$ cat config.mk
export PLATFORM = sky130hd
export DESIGN_NAME = dmem_access_ctrl
export DESIGN_NICKNAME = d
export VERILOG_FILES = /design/src/rtl/dmem_access_ctrl_pkg.sv /design/src/rtl/dmem_access_ctrl.sv
export SDC_FILE = /design/constraint.sdc
export NUM_CORES = 1
export LEC_CHECK = 0
export ABC_AREA = 1
export BUFFER_PORTS_ARGS = -buffer_cell sky130_fd_sc_hd__buf_4
export CORE_MARGIN = 8
export CORE_UTILIZATION = 44
export CTS_BUF_LIST = sky130_fd_sc_hd__clkbuf_4 sky130_fd_sc_hd__clkbuf_8 sky130_fd_sc_hd__clkbuf_16
export CTS_CLUSTER_SIZE = 20
export DETAILED_ROUTE_END_ITERATION = 10
export PLACE_DENSITY = 0.75
export RECOVER_POWER = 100
export SYNTH_ARGS = -nofsm -noshare
export SYNTH_HDL_FRONTEND = slang
export SYNTH_SLANG_ARGS = --single-unit
$ cat constraint.sdc
create_clock -name clk_i -period 2.7 [get_ports clk_i]
set_input_delay 0.405 -clock clk_i [delete_from_list [all_inputs] [get_ports clk_i]]
set_output_delay 0.405 -clock clk_i [all_outputs]
set_load 0.005 [all_outputs]
$ cat src/rtl/dmem_access_ctrl_pkg.sv
// Shared pipeline definitions for the MEM-stage data-memory access controller.
// Holds the controller FSM encoding, EX/MEM m-field bit positions and counter width.
// No logic; imported by dmem_access_ctrl.
package dmem_access_ctrl_pkg;

    typedef enum logic [1:0] {
        ST_IDLE = 2'd0,
        ST_BUSY = 2'd1,
        ST_DONE = 2'd2
    } dmem_state_t;

    // Bit positions inside the EX/MEM m field
    localparam int M_READ_BIT  = 1;
    localparam int M_WRITE_BIT = 0;

    localparam int STALL_CNT_W = 32;

endpackage

$ cat src/rtl/dmem_access_ctrl.sv
// Data-memory access controller: req/ack handshake with variable-latency memory, global pipeline stall.
// Latency: request one cycle after the access is seen, DONE one cycle after ack; stall = 2+L cycles.
// Backpressure: stall_o freezes all pipeline registers until ack; optional DMEM_TIMEOUT_EN aborts long waits.
module dmem_access_ctrl
    import dmem_access_ctrl_pkg::*;
#(
    parameter int AW      = 32,
    parameter int DW      = 32,
    parameter int TIMEOUT = 255
) (
    input  logic                   clk_i,
    input  logic                   rst_i,
    input  logic                   mem_read_i,
    input  logic                   mem_write_i,
    input  logic [AW-1:0]          addr_i,
    input  logic [DW-1:0]          wdata_i,
    output logic                   stall_o,
    output logic [DW-1:0]          rdata_o,
    output logic                   rdata_valid_o,
    output logic                   mreq_o,
    output logic                   mwe_o,
    output logic [AW-1:0]          maddr_o,
    output logic [DW-1:0]          mwdata_o,
    input  logic                   mack_i,
    input  logic [DW-1:0]          mrdata_i,
    output logic [STALL_CNT_W-1:0] stall_cnt_o
`ifdef DMEM_TIMEOUT_EN
    ,
    output logic                   err_o
`endif
);

    dmem_state_t state;
    logic [1:0]  m_field;
    logic        access;

`ifdef DMEM_TIMEOUT_EN
    localparam int WCW = (TIMEOUT < 2) ? 1 : $clog2(TIMEOUT);
    logic [WCW-1:0] wait_cnt;
`endif

    // Reassemble the EX/MEM m field; a store wins when both bits are set
    always_comb begin
        m_field              = '0;
        m_field[M_READ_BIT]  = mem_read_i;
        m_field[M_WRITE_BIT] = mem_write_i;
        access               = |m_field;
    end

    // Stall only from state and EX/MEM bits, never from mack_i
    assign stall_o = ((state == ST_IDLE) && access) || (state == ST_BUSY);

    // Access FSM with registered memory-side and load-return outputs
    always_ff @(posedge clk_i) begin
        if (rst_i) begin
            state         <= ST_IDLE;
            mreq_o        <= 1'b0;
            mwe_o         <= 1'b0;
            maddr_o       <= '0;
            mwdata_o      <= '0;
            rdata_o       <= '0;
            rdata_valid_o <= 1'b0;
`ifdef DMEM_TIMEOUT_EN
            wait_cnt      <= '0;
            err_o         <= 1'b0;
`endif
        end else begin
            case (state)
                ST_IDLE: begin
                    if (access) begin
                        maddr_o  <= addr_i;
                        mwdata_o <= wdata_i;
                        mwe_o    <= m_field[M_WRITE_BIT];
                        mreq_o   <= 1'b1;
                        state    <= ST_BUSY;
`ifdef DMEM_TIMEOUT_EN
                        wait_cnt <= '0;
`endif
                    end
                end
                ST_BUSY: begin
                    if (mack_i) begin
                        if (!mwe_o) begin
                            rdata_o <= mrdata_i;
                        end
                        rdata_valid_o <= !mwe_o;
                        mreq_o        <= 1'b0;
                        state         <= ST_DONE;
                    end
`ifdef DMEM_TIMEOUT_EN
                    // Last permitted wait cycle without ack: abort with zero data
                    else if (wait_cnt == WCW'(TIMEOUT - 1)) begin
                        rdata_o       <= '0;
                        rdata_valid_o <= !mwe_o;
                        err_o         <= 1'b1;
                        mreq_o        <= 1'b0;
                        state         <= ST_DONE;
                    end else begin
                        wait_cnt <= wait_cnt + WCW'(1);
                    end
`endif
                end
                ST_DONE: begin
                    // EX/MEM still holds the finished instruction; ignore access here
                    rdata_valid_o <= 1'b0;
                    state         <= ST_IDLE;
                end
                default: begin
                    state <= ST_IDLE;
                end
            endcase
        end
    end

    // Saturating count of stalled cycles
    always_ff @(posedge clk_i) begin
        if (rst_i) begin
            stall_cnt_o <= '0;
        end else if (stall_o && (stall_cnt_o != '1)) begin
            stall_cnt_o <= stall_cnt_o + STALL_CNT_W'(1);
        end
    end

endmodule

# Word-level counts from Yosys, hierarchy flattened
# Cells that the tools add are included.
word_totals:
  reg_bits: 133
  out_inout_bits: 132
classes:
  addsub: 1
  n_eq_ne: 5
  n_mux: 8
  n_bitwise: 1
  reduce_logical: 13
ops:
  columns: ["op", "count"]
  rows:
  - ["$add A32 B1 Y32 const B", 1]
  - ["$ne A32 B32 Y1 const B", 1]
  - ["$reduce_and A2 Y1", 3]
  - ["$reduce_and A3 Y1", 2]
  - ["$mux W2", 2]
  - ["$ne A2 B2 Y1 const B", 2]
  - ["$pmux W1 S2", 2]
  - ["$pmux W2 S2", 1]
  - ["$reduce_bool A2 Y1", 2]
  - ["$mux W1", 3]
  - ["$eq A2 B1 Y1 const B", 1]
  - ["$eq A2 B2 Y1 const B", 1]
  - ["$logic_and A1 B1 Y1", 2]
  - ["$logic_not A2 Y1", 1]
  - ["$reduce_or A2 Y1", 1]
  - ["$logic_not A1 Y1", 1]
  - ["$logic_or A1 B1 Y1", 1]
  - ["$not A1 Y1", 1]

# Logic depth before layout (Yosys ltp)
depth:
  depth_word: 4
  ltp_mapped: 10
  depth_no_buf: 10

# Least setup slack after synthesis
# No wires, ideal clock.
synth_path:
  path_kind: "reg2reg"
  from: "register stall_cnt_o[0]"
  to: "register stall_cnt_o[22]"
  setup_ns: 0.115
  t_arrival_ns: 1.432
  required_time_ns: 2.585
  setup_slack_ns: 1.153
  path_stages_with_launch: 10
  n_path_buf: 1
  cell_sequence: "dfxtp_1 > ha_1 > nand2_2 > nor2_4 > nand2_2 > nor2_4 > nand3_4 > buf_6 > a21oi_1 > nor2_1"
synth_between:
  elab_chain_cells: 2
synth_rtl:
  columns: ["element", "line", "source"]
  rows:
  - ["start: declaration", "dmem_access_ctrl.sv:26", "output logic [STALL_CNT_W-1:0] stall_cnt_o"]
  - ["start signal: assignment", "dmem_access_ctrl.sv:120", "stall_cnt_o <= stall_cnt_o + STALL_CNT_W'(1);"]
  - ["parallel branches: the longest is 2 deep, another holds $add A32 B1 Y32", null, null]
# Parallel ways; which one is timed is not known.
# A chain may end at the register's enable or synchronous reset.

# Worst setup path after layout
layout_path:
  from: "register stall_cnt_o[0]"
  to: "register stall_cnt_o[3]"
# The elaborated chain is that of the path after synthesis.

==> summary.md <==
| Metric | Value |
|---|---|
| Status | complete, no violations |
| Hold depth | 3 |
| Leakage power | 3.30 nW |
| Syn-to-layout area delta | 38.2% |
| Critical path fanouts, max | 35 |
| Sink Count | 133 |
| Power per standard cell area | 682 nW/um2 |
| CTS clk-pin slew, worst paths | 60 ps |
| Crit Path Category | flop to flop |
| Leading area contributor after synthesis | dfxtp_1 |
| Synthesized area per cell | 7.21 um2 |
| Global-route usage over all layers | 0.218 |
| Synth cell count leaders | nor2_1 (270), dfxtp_1 (133), nand2_1 (89), o21ai_0 (89), nand3_1 (32) |
| Worst slew margin | 0.217 |
| Initial antenna violation count | 0 |
| Req. time, crit path | 3050 ps |
| Drt initial violations | 425 |
| RSZ-0062 raised after global routing | no |
| Die footprint | 16300 um2 |
| I/O Buffers | 232 |
| Yosys warns | 0 |
| Wirelength, routed | 17800 um |
| Nets@finish | 1083 |
| WP data arrival | 2480 ps |
| Proportion of layout cells with a drive suffix above 1 | 0.224 |
| Max Fclk | 467 MHz |
| Worst Skew | 5.56 ps |
| Max Slew Vio Count | 0 |
| Io pins | 233 |
| First-pass GRT wire length | 28100 um |
| Fin. Hold Viols | 0 |
| Pre-antenna DRT Iters | 5 |
| Post-CTS Hold Fix Bufs | 0 |
| Final ANT Viol Nets | 0 |
| Routed wire per std cell | 15.3 um |
| DIE WIDTH | 128 um |
| Starting density of the core | 0.453 |
| Clk root buf | clkbuf_16 |
| Critical Path End Type | flop |
| Via Count | 5630 |
| Die H | 128 um |
| Clock latency on the worst-skew pair | 410 ps |
| R2r worst-path depth | 9 |
| Diode count | 0 |
| Synthesized net count | 863 |
| Cells after synthesis | 761 |
| Synth top area share | 0.485 |
| Postcts setup bufs | 0 |
| Average via count per standard cell | 4.85 |
| FFs w/ async S/R, synth | 0 |
| Share of the yosys chip area belonging to registers | 0.485 |
| Core Region | 12100 um2 |
| Min-delay worst type | input port to flop |
| Number of distinct library cells after synthesis | 27 |
| Synth top area cells | dfxtp_1 (49%), nor2_1 (18%), o21ai_0 (8.1%) |
| Maximum Capacitance Violations | 0 |
| # setup viols final | 0 |
| Yosys reg bits | 133 |
| EDFF count, synth | 0 |
| Most frequent cell after synthesis | nor2_1 |
| DRC errors left | 0 |
| GP Congestion | 0.837 |
| CP startpoint kind | flop |
| Setup_tns | 0 ps |
| Post-synth top flop | dfxtp_1 |
| H-Tree Depth | 4 |
| Core Rows | 40 |
| Deepest clock path buffer count | 2 |
| Largest net degree at the start of global routing | 92 |
| Mapped Area | 5490 um2 |
| Cts repair resizes | 0 |
| Number of global-route vias before repair | 5430 |
| Detailed placement HPWL | 13000 um |
| WHS | 210 ps |
| Grt ovf | 0 |
| CTS buffer count | 17 |
| Max rail drop VDD | 0.000523 V |
| Period utilization | 0.792 |
| CTS tree | yes |
| Slew @ Worst Pin | 1170 ps |
| Min Tclk post-route | 2140 ps |
power by group:
group | internal [W] | leakage (nW) | switching, W
Clock | 0.00148 | 0.289 | 0.000844
Sequential | 0.00211 | 1.09 | 0.0000765
Combinational | 0.000292 | 1.92 | 0.000358
Total | 0.00389 | 3.30 | 0.00128
critical path, stage by stage (launching register included):
cell,delay (ps)
dfxtp_1,410
ha_1,230
nand2_2,60
nor2_1,300
nand2_2,90
nor2_1,190
nand3_4,370
nand2_2,230
nand2_1,70
a21oi_1,120
logic make-up (layout without fill, tap and decap cells):
kind of cell | Yosys count | after routing | share of synthesized area
compound gates | 129 | 129 | 0.120
xor+xnor | 3 | 3 | 0.00479
fa+ha+maj | 1 | 1 | 0.00228
buf+inv | 67 | 299 | 0.0575
flops | 133 | 133 | 0.485
simple gates | 428 | 428 | 0.330
cell type report:
type                    count  area (um2)
repair buffers            238        1520
inverters                  30         113
clock buffers              24         503
fillers                  1199        4530
multi-input cells         561        2480
well taps                 168         210
clock inverters             7        96.3
flip-flops and latches    133        2660
placed cells by master (no fill, tap or decap), types with 6 or more instances in the layout:
cell and instances:
nor2_1 273, clkbuf_4 60, clkbuf_16 17, a21oi_1 29
nand2_1 92, nand3_1 32, dfxtp_1 133, o21ai_0 96
buf_4 104, clkbuf_1 74, nand4_1 7, nand2_2 6
inv_1 26
path summary, 6_finish.rpt:
kind,from,to,slack (ps)
max,stall_cnt_o[0]$_SDFFE_PP0P_,stall_cnt_o[3]$_SDFFE_PP0P_,560
min,mrdata_i[17],rdata_o[17]$_SDFFE_PP0P_,210
min reg2reg,maddr_o[26]$_SDFFE_PP0P_,maddr_o[26]$_SDFFE_PP0P_,470
max reg2reg,stall_cnt_o[0]$_SDFFE_PP0P_,stall_cnt_o[3]$_SDFFE_PP0P_,560
flip-flops by register name (all words and copies together), names as in the netlist:
register / cells
maddr_o: 32
mwdata_o: 32
rdata_o: 32
stall_cnt_o: 32
state: 2
mreq_o: 1
mwe_o: 1
rdata_valid_o: 1
metrics by stage:
| step | worst slack (ps) | total power, W | cell area [um2] | utilization | instances |
|---|---|---|---|---|---|
| finish | 561 | 0.00517 | 7580 | 0.626 | 1161 |
| global route | 316 | 0.00538 | 7580 | 0.626 | 1161 |
| CTS | 791 | 0.00531 | 7900 | 0.652 | 1161 |
| detailed placement | 806 | 0.00298 | 7300 | 0.602 | 1130 |
| global placement | 880 | 0.00297 | 7300 | 0.602 | 1130 |
| floorplan | 1150 | 0.00253 | 5490 | - | 761 |
per-layer routing:
layer  vias up  global-route usage  wire, um
met2       191               0.366      8730
met4         0              0.0657       260
met5         -                   0         0
met1      2544               0.229      6850
li1       2875                   -         -
met3        20               0.124      1950
No activity file was read; power rests on OpenSTA's default activity.
